--- src/rtl/sync_fifo_flags_if.sv ---
// Producer/consumer bundle for sync_fifo_flags: requests, data, occupancy
// flags and sticky error status. The FIFO itself takes the slave view.
interface sync_fifo_flags_if #(
  parameter int DATA_WIDTH = 8,
  parameter int DEPTH      = 16
);
  logic                    w_en;
  logic [DATA_WIDTH-1:0]   data_in;
  logic                    r_en;
  logic [DATA_WIDTH-1:0]   data_out;
  logic                    full;
  logic                    empty;
  logic                    almost_full;
  logic                    almost_empty;
  logic [$clog2(DEPTH):0]  count;
  logic                    overflow;
  logic                    underflow;
  logic                    clr_err;

  modport master (
    output w_en, data_in, r_en, clr_err,
    input  data_out, full, empty, almost_full, almost_empty, count,
           overflow, underflow
  );

  modport slave (
    input  w_en, data_in, r_en, clr_err,
    output data_out, full, empty, almost_full, almost_empty, count,
           overflow, underflow
  );
endinterface

--- src/rtl/sync_fifo_flags.sv ---
// Single-clock FIFO with occupancy count, almost-full/empty thresholds,
// sticky overflow/underflow flags and an optional first-word-fall-through read.
module sync_fifo_flags #(
  parameter int DATA_WIDTH = 8,
  parameter int DEPTH      = 16,
  parameter int AF_THRESH  = 12,
  parameter int AE_THRESH  = 4,
  parameter int FWFT       = 0
) (
  input logic              clk,
  input logic              rst_n,
  sync_fifo_flags_if.slave bus
);

  localparam int AW = $clog2(DEPTH);
  localparam int CW = AW + 1;

  logic [DATA_WIDTH-1:0] mem [DEPTH];
  logic [AW-1:0]         w_ptr;
  logic [AW-1:0]         r_ptr;
  logic [CW-1:0]         count_q;
  logic                  overflow_q;
  logic                  underflow_q;

  logic full_w;
  logic empty_w;
  logic wr_ok;
  logic rd_ok;

  // Acceptance is judged on pre-edge occupancy, so a full FIFO still
  // accepts a read and an empty one still accepts a write in the same cycle.
  assign full_w  = (count_q == CW'(DEPTH));
  assign empty_w = (count_q == '0);
  assign wr_ok   = bus.w_en && !full_w;
  assign rd_ok   = bus.r_en && !empty_w;

  always_ff @(posedge clk) begin
    if (wr_ok) begin
      mem[w_ptr] <= bus.data_in;
    end
  end

  always_ff @(posedge clk or negedge rst_n) begin
    if (!rst_n) begin
      w_ptr   <= '0;
      r_ptr   <= '0;
      count_q <= '0;
    end else begin
      if (wr_ok) begin
        w_ptr <= w_ptr + AW'(1);
      end
      if (rd_ok) begin
        r_ptr <= r_ptr + AW'(1);
      end
      case ({wr_ok, rd_ok})
        2'b10:   count_q <= count_q + CW'(1);
        2'b01:   count_q <= count_q - CW'(1);
        default: count_q <= count_q;
      endcase
    end
  end

  // A new rejected request outranks a coincident clear.
  always_ff @(posedge clk or negedge rst_n) begin
    if (!rst_n) begin
      overflow_q  <= 1'b0;
      underflow_q <= 1'b0;
    end else begin
      if (bus.w_en && full_w) begin
        overflow_q <= 1'b1;
      end else if (bus.clr_err) begin
        overflow_q <= 1'b0;
      end
      if (bus.r_en && empty_w) begin
        underflow_q <= 1'b1;
      end else if (bus.clr_err) begin
        underflow_q <= 1'b0;
      end
    end
  end

  generate
    if (FWFT != 0) begin : g_fwft
      assign bus.data_out = mem[r_ptr];
    end else begin : g_std
      logic [DATA_WIDTH-1:0] rd_data_q;

      always_ff @(posedge clk or negedge rst_n) begin
        if (!rst_n) begin
          rd_data_q <= '0;
        end else if (rd_ok) begin
          rd_data_q <= mem[r_ptr];
        end
      end

      assign bus.data_out = rd_data_q;
    end
  endgenerate

  assign bus.count        = count_q;
  assign bus.full         = full_w;
  assign bus.empty        = empty_w;
  assign bus.almost_full  = (count_q >= CW'(AF_THRESH));
  assign bus.almost_empty = (count_q <= CW'(AE_THRESH));
  assign bus.overflow     = overflow_q;
  assign bus.underflow    = underflow_q;

endmodule

--- src/flat_wrapper.sv ---
// flat-port wrapper written by rule: the top's interface ports become plain ports
module sync_fifo_flags_flat 
#(
  parameter int DATA_WIDTH = 8,
  parameter int DEPTH      = 16,
  parameter int AF_THRESH  = 12,
  parameter int AE_THRESH  = 4,
  parameter int FWFT       = 0
)
  (clk, rst_n, bus_w_en, bus_data_in, bus_r_en, bus_clr_err, bus_data_out, bus_full, bus_empty, bus_almost_full, bus_almost_empty, bus_count, bus_overflow, bus_underflow);
  sync_fifo_flags_if #(.DATA_WIDTH(DATA_WIDTH), .DEPTH(DEPTH)) bus_i ();
  input logic clk;
  input logic rst_n;
  input wire logic [$bits(bus_i.w_en)-1:0] bus_w_en;
  input wire logic [$bits(bus_i.data_in)-1:0] bus_data_in;
  input wire logic [$bits(bus_i.r_en)-1:0] bus_r_en;
  input wire logic [$bits(bus_i.clr_err)-1:0] bus_clr_err;
  output wire logic [$bits(bus_i.data_out)-1:0] bus_data_out;
  output wire logic [$bits(bus_i.full)-1:0] bus_full;
  output wire logic [$bits(bus_i.empty)-1:0] bus_empty;
  output wire logic [$bits(bus_i.almost_full)-1:0] bus_almost_full;
  output wire logic [$bits(bus_i.almost_empty)-1:0] bus_almost_empty;
  output wire logic [$bits(bus_i.count)-1:0] bus_count;
  output wire logic [$bits(bus_i.overflow)-1:0] bus_overflow;
  output wire logic [$bits(bus_i.underflow)-1:0] bus_underflow;
  assign bus_i.w_en = bus_w_en;
  assign bus_i.data_in = bus_data_in;
  assign bus_i.r_en = bus_r_en;
  assign bus_i.clr_err = bus_clr_err;
  assign bus_data_out = bus_i.data_out;
  assign bus_full = bus_i.full;
  assign bus_empty = bus_i.empty;
  assign bus_almost_full = bus_i.almost_full;
  assign bus_almost_empty = bus_i.almost_empty;
  assign bus_count = bus_i.count;
  assign bus_overflow = bus_i.overflow;
  assign bus_underflow = bus_i.underflow;
  sync_fifo_flags #(.DATA_WIDTH(DATA_WIDTH), .DEPTH(DEPTH), .AF_THRESH(AF_THRESH), .AE_THRESH(AE_THRESH), .FWFT(FWFT)) u_core (.clk(clk), .rst_n(rst_n), .bus(bus_i));
endmodule
--- config.mk ---
export PLATFORM = sky130hd
export DESIGN_NAME = sync_fifo_flags_flat
export DESIGN_NICKNAME = d
export VERILOG_FILES = /design/src/rtl/sync_fifo_flags_if.sv /design/src/rtl/sync_fifo_flags.sv /design/src/flat_wrapper.sv
export SDC_FILE = /design/constraint.sdc
export NUM_CORES = 1
export LEC_CHECK = 0
export CORE_ASPECT_RATIO = 1.2
export CORE_UTILIZATION = 30
export CTS_CLUSTER_SIZE = 14
export DETAILED_ROUTE_END_ITERATION = 8
export HOLD_SLACK_MARGIN = 0.12
export PLACE_DENSITY = 0.52
export SETUP_SLACK_MARGIN = 0.02
export SYNTH_ARGS = -nofsm -noshare
export SYNTH_HDL_FRONTEND = slang
export SYNTH_SLANG_ARGS = --single-unit
--- constraint.sdc ---
create_clock -name clk -period 3.6 [get_ports clk]
set_input_delay 0.54 -clock clk [delete_from_list [all_inputs] [get_ports clk]]
set_output_delay 0.54 -clock clk [all_outputs]
set_load 0.1 [all_outputs]
== Yosys cells after proc, flatten, opt, wreduce, memory -nomap -nowiden ==
Memories as Yosys holds them, arrays and structs flattened. A register that Yosys moved wholly into a read port is not among the register bits.
Index checks and enable logic that the tools add are counted.
W data, S select, Z words.

* Memories: 1
* Flip-flop bits (word level): 15
* Input bits: 13
* Output and inout port bits: 19
* RAM bits: 128

* Mux-type cells: 6
* Magnitude comparators: 2
* Add/subtract/negate cells: 4
* Equal/unequal tests: 3
* Reductions and logical operators: 11

{| class="wikitable"
|+ Memories
! memory !! depth !! width !! read ports !! clocked after memory_dff !! wr ports !! RTL line !! RTL
|-
| u_core.mem || 16 || 8 || 1 || 1 || 1 || sync_fifo_flags.sv:18 || <nowiki>logic [DATA_WIDTH-1:0] mem [DEPTH];</nowiki>
|}

{| class="wikitable"
|+ Operator list
! kind !! count
|-
| $pmux W5 S2 || 1
|-
| $add A4 B1 Y4 const B || 2
|-
| $reduce_bool A2 Y1 || 3
|-
| $add A5 B1 Y5 const B || 1
|-
| $eq A5 B5 Y1 const B || 1
|-
| $ge A5 B4 Y1 const B || 1
|-
| $le A5 B3 Y1 const B || 1
|-
| $logic_not A5 Y1 || 1
|-
| $mux W1 || 5
|-
| $sub A5 B1 Y5 const B || 1
|-
| $logic_and A1 B1 Y1 || 4
|-
| $logic_not A1 Y1 || 3
|-
| $eq A2 B1 Y1 const B || 1
|-
| $eq A2 B2 Y1 const B || 1
|}

== Logic depth before layout (Yosys ltp) ==
* Depth after elaboration: 5
* Depth in mapped cells: 12
* Depth with buffers taken out: 10

== Worst setup path after synthesis ==
No wires, ideal clock.

* Path type: register to output
* From: reg u_core.count_q[1] (netlist: u_core.bus.count[1])
* To: out bus_almost_empty
* Path buffers: 1
* Stages on the path, launching flop included: 4
* Data arrival time: 3.250 ns
* Setup slack: -0.190 ns
* Cells stage by stage: dfrtp_1 buf_2 o21a_1 nor3_1

* Longest elaborated chain between the ends: 1

{| class="wikitable"
|+ RTL lines
! item !! RTL line !! RTL
|-
| start: declaration || sync_fifo_flags.sv:21 || <nowiki>logic [CW-1:0] count_q;</nowiki>
|-
| start signal: assignment || sync_fifo_flags.sv:56 || <nowiki>2'b10: count_q <= count_q + CW'(1);</nowiki>
|-
| start signal: assignment || sync_fifo_flags.sv:57 || <nowiki>2'b01: count_q <= count_q - CW'(1);</nowiki>
|-
| start signal: assignment || sync_fifo_flags.sv:58 || <nowiki>default: count_q <= count_q;</nowiki>
|-
| $le A5 B3 Y1 || sync_fifo_flags.sv:104 || <nowiki>assign bus.almost_empty = (count_q <= CW'(AE_THRESH));</nowiki>
|-
| end: declaration || flat_wrapper.sv:22 || <nowiki>output wire logic [$bits(bus_i.almost_empty)-1:0] bus_almost_empty;</nowiki>
|}

Every way passes these cells.

== Worst setup path in the final report ==
* From: reg u_core.count_q[2] (netlist: u_core.bus.count[2])
* To: reg u_core.count_q[4] (netlist: u_core.bus.count[4])

* Longest elaborated chain between the ends: 5

{| class="wikitable"
|+ RTL lines
! item !! RTL line !! RTL
|-
| $eq A5 B5 Y1 / $logic_not A5 Y1 (equally long branches) || sync_fifo_flags.sv:32, sync_fifo_flags.sv:33 ||
|-
| $logic_not A1 Y1 (on tied branches) || sync_fifo_flags.sv:34, sync_fifo_flags.sv:35 ||
|-
| $logic_and A1 B1 Y1 (on tied branches) || sync_fifo_flags.sv:34, sync_fifo_flags.sv:35 ||
|-
| $eq A2 B1 Y1 / $eq A2 B2 Y1 (equally long branches) || sync_fifo_flags.sv:55 || <nowiki>case ({wr_ok, rd_ok})</nowiki>
|-
| $pmux W5 S2 / $reduce_bool A2 Y1 (equally long branches) || n/a ||
|}

Several ways; a longest one is shown, not always the timed one.
A chain may end at the register's enable or synchronous reset.

==> flow_summary.ini <==
[logic_synthesis]
yosysUniqueCellTypes = 36
yosysTopAreaCell = edfxtp_1
synth_mux_area_share_pct = 14.4
ys_seq_area_share_pct = 72.3
dominantRegCellSynth = edfxtp_1
synth_seq_cells = 151
synth_top_family_by_area = multiplexers
ys_warn_count = 0
syn_nets = 340
yosys-top-cells-area = edfxtp_1, dfrtp_1, mux4_2, mux4_1, mux2_2
synth_edf_count = 128
synth-compound-area-share_pct = 4.20
syn-instance-count = 319
synth_fa_ha_area_share_pct = 1.64
synth-xor-area-share_pct = 1.86
syn-cell-area_sq_um = 6110
async_flop_share_pct = 15.2
synth_simple_gate_area_share_pct = 3.32
synth_top_area_share_pct = 62.9
syn_area_per_cell_sq_um = 19.1

[pwr]
total_power_mw = 6.33
pwr-share-seq_pct = 38.7
peakVddDrop_mv = 0.573
power_switching_share_pct = 36.7
power.internal_mw = 4.01
combPwrFrac_pct = 35.3
leakage_nw = 2.49
clkPwrFrac_pct = 26.0
p_per_area_nw_per_um2 = 863
p_switching_mw = 2.32

[cts]
path_clk_slew_ns = 0.06
clock_latency_ns = 0.42
cts_tree = done
cts_buffers = 17
clockBufferDepth = 2
clock-root-buffer = clkbuf_16
clock-sinks = 151
cts.repair.resized = 0
cts_setup_buffers = 0
ctsHoldBuffers = 0
h-tree-depth = 4

[floorplan]
floorplan.rows = 56
ioPinCount = 32
die_x_microns = 132
core_sq_um = 19800
die_h_microns = 158
initial_core_util_pct = 30.9
die_area_sq_um = 20900

[sta]
fmax_ghz = 0.370
maxSlewHeadroom_pct = 32.5
fin_skew_ns = 0.00794
setup_viol = 0
period_share_pct = 75.0
tightest_slew_ns = 1.01
fin_hold_ws_ns = 0.496
rsz0062_at_grt = no
slew_violations = 0
finalHoldViolCount = 0
tns_ns = 0
period_needed_ns = 2.70

[route]
initialDrtViolationCount = 210
wl_met1_microns = 4920
drc = 0
num_vias = 3106
routed-wl-met3_microns = 501
top_layer = met4
drt-wirelength-per-cell_microns = 19.2
dr.pass1.iters = 4
wirelength_microns = 12400
wl_met2_microns = 6720
ant_nets = 0
viasPerCell = 4.82

[worst_hold_path]
hold_class = input pin to asynchronous set/reset pin

[final_layout]
layout.nets = 392
final_layout_size_suffix_gt1_share_pct = 22.2
synthToLayoutAreaGrowth_pct = 20.1
fin_util_pct = 37.1
antennaDiodeCount = 0

[placed_design]
gp_congestion = 0.768
dp_hpwl_microns = 7840
io_buffers = 31

[critical_path]
cp_num_buf_inv = 1
critical_path_class = flop to flop
worstPathArrival_ns = 3.04
cp_top_family = simple AND/OR/NAND/NOR gates
crit_chain = nor4_1 > a21boi_2 > inv_1 > ha_1 > xor2_1 > ha_1 > and3b_1 > o21ai_0 > a21oi_1 > xnor2_1
cp_slowest_stage_delay_ns = 0.55
endpoint_kind = flop
worstSetupStartpointType = flop
critPathSlowestCell = nor4_1
critPathMaxFanout = 11
cp_data_required_time_ns = 3.94
crit_top_cell = ha_1

[grt]
grt_pass1_vias = 3199
grt_max_degree = 34
gr-total-overflow = 0
grt_pass1_wl_microns = 18900
grt_usage_pct = 12.7
antenna_found_initial = 0

[outcome]
status = finished clean

[job]
maxCapViolations = 0
==> cell usage after synthesis, types with 2 or more instances <==
| master | number |
|---|---|
| a22o_1 | 2 |
| nand2b_1 | 3 |
| nand4_1 | 2 |
| clkbuf_1 | 4 |
| buf_6 | 3 |
| ha_1 | 8 |
| dfrtp_1 | 23 |
| and3b_1 | 2 |
| mux2_2 | 10 |
| xnor2_1 | 7 |
| a21oi_1 | 12 |
| xor2_1 | 6 |
| edfxtp_1 | 128 |
| nor2_1 | 15 |
| o21ai_0 | 3 |
| buf_1 | 4 |
| inv_1 | 6 |
| mux4_2 | 19 |
| mux4_1 | 13 |
| o22ai_1 | 16 |
| nand2_1 | 9 |
| nor3_1 | 5 |
| buf_2 | 6 |
==> per-layer routing <==
layer	vias up	global-route usage [%]
met5	-	0
met4	0	5.64
met3	12	2.96
met2	75	23.2
met1	1633	14.2
li1	1386	-
==> final cells by class <==
cell class,count,area (sq um)
Fill cell,1839,12400
Sequential cell,151,4420
Multi-Input combinational cell,143,1560
Timing Repair Buffer,52,458
Clock buffer,20,437
Tap cell,261,327
Clock inverter,11,109
Inverter,6,22.5
==> power by group through the flow <==
stage	logic [mW]	registers, mW	clock network [mW]
global route	2.36	2.50	1.75
finish	2.23	2.45	1.65
floorplan	1.30	2.86	0
CTS	2.27	2.46	1.68
global placement	2.25	2.48	0
detailed placement	2.27	2.49	0
==> worst paths after layout <==
path,startpoint,end,slack [ns],cells after the start
worst max-delay path,u_core.bus.count[2]$_DFFE_PN0P_,u_core.bus.count[4]$_DFFE_PN0P_,0.90,10
worst min-delay path,rst_n,u_core.bus.overflow$_DFFE_PN0P_,0.50,2
worst max register to register,u_core.bus.count[2]$_DFFE_PN0P_,u_core.bus.count[4]$_DFFE_PN0P_,0.90,10
worst min register to register,u_core.bus.underflow$_DFFE_PN0P_,u_core.bus.underflow$_DFFE_PN0P_,0.51,1
max in group asynchronous,rst_n,u_core.r_ptr[0]$_DFFE_PN0P_,2.84,2
min in group clk,u_core.bus.underflow$_DFFE_PN0P_,u_core.bus.underflow$_DFFE_PN0P_,0.51,1
==> kinds of logic (layout without fill, tap and decap cells) <==
kind of cell               count (synthesis)  count (layout)
buffers and inverters                     25              89
AOI/OAI and AO/OA                         39              39
DFF                                      151             151
xor gates and xnor gates                  13              13
muxes                                     42              42
and+or+nand+nor                           41              41
adders and majority gates                  8               8
==> layout by cell type (no fill, tap or decap), types with 2 or more instances in the layout <==
| master | instances |
|---|---|
| clkinv_2 | 2 |
| xnor2_1 | 7 |
| clkdlybuf4s50_1 | 27 |
| buf_4 | 25 |
| dfrtp_1 | 22 |
| o21ai_0 | 3 |
| mux2_2 | 10 |
| nand4_1 | 2 |
| nand2b_1 | 3 |
| inv_1 | 6 |
| and3b_1 | 2 |
| mux4_1 | 13 |
| clkinv_1 | 4 |
| a21oi_1 | 12 |
| o22ai_1 | 16 |
| ha_1 | 8 |
| mux4_2 | 19 |
| edfxtp_1 | 128 |
| clkinvlp_4 | 2 |
| a22o_1 | 2 |
| nand2_1 | 9 |
| bufinv_16 | 2 |
| clkbuf_16 | 17 |
| xor2_1 | 6 |
| clkbuf_1 | 3 |
| nor3_1 | 4 |
| nor2_1 | 15 |
| a21boi_2 | 2 |
==> state kept, by name, indices dropped and copies added (netlist names) <==
name,flops
u_core.bus.overflow,1
u_core.mem,128
u_core.bus.data_out,8
u_core.bus.count,5
u_core.r_ptr,4
u_core.w_ptr,4
u_core.bus.underflow,1
==> worst register-to-register path, cell delays in order, from the launching register on <==
cell,delay (ns)
dfrtp_1,0.49
nor4_1,0.56
a21boi_2,0.23
inv_1,0.12
ha_1,0.31
xor2_1,0.18
ha_1,0.20
and3b_1,0.15
o21ai_0,0.07
a21oi_1,0.18
xnor2_1,0.13
==> metrics by stage <==
| stage | std cells | setup slack (ns) | cell area (sq um) |
|---|---|---|---|
| after detailed placement | 613 | 0.740 | 6790 |
| after CTS | 644 | 0.863 | 7340 |
| after floorplan | 319 | 0.156 | 6110 |
| after global routing | 644 | 0.548 | 7340 |
| after global placement | 613 | 0.791 | 6790 |
| final | 644 | 0.901 | 7340 |
(Power assumes the default switching activity.)
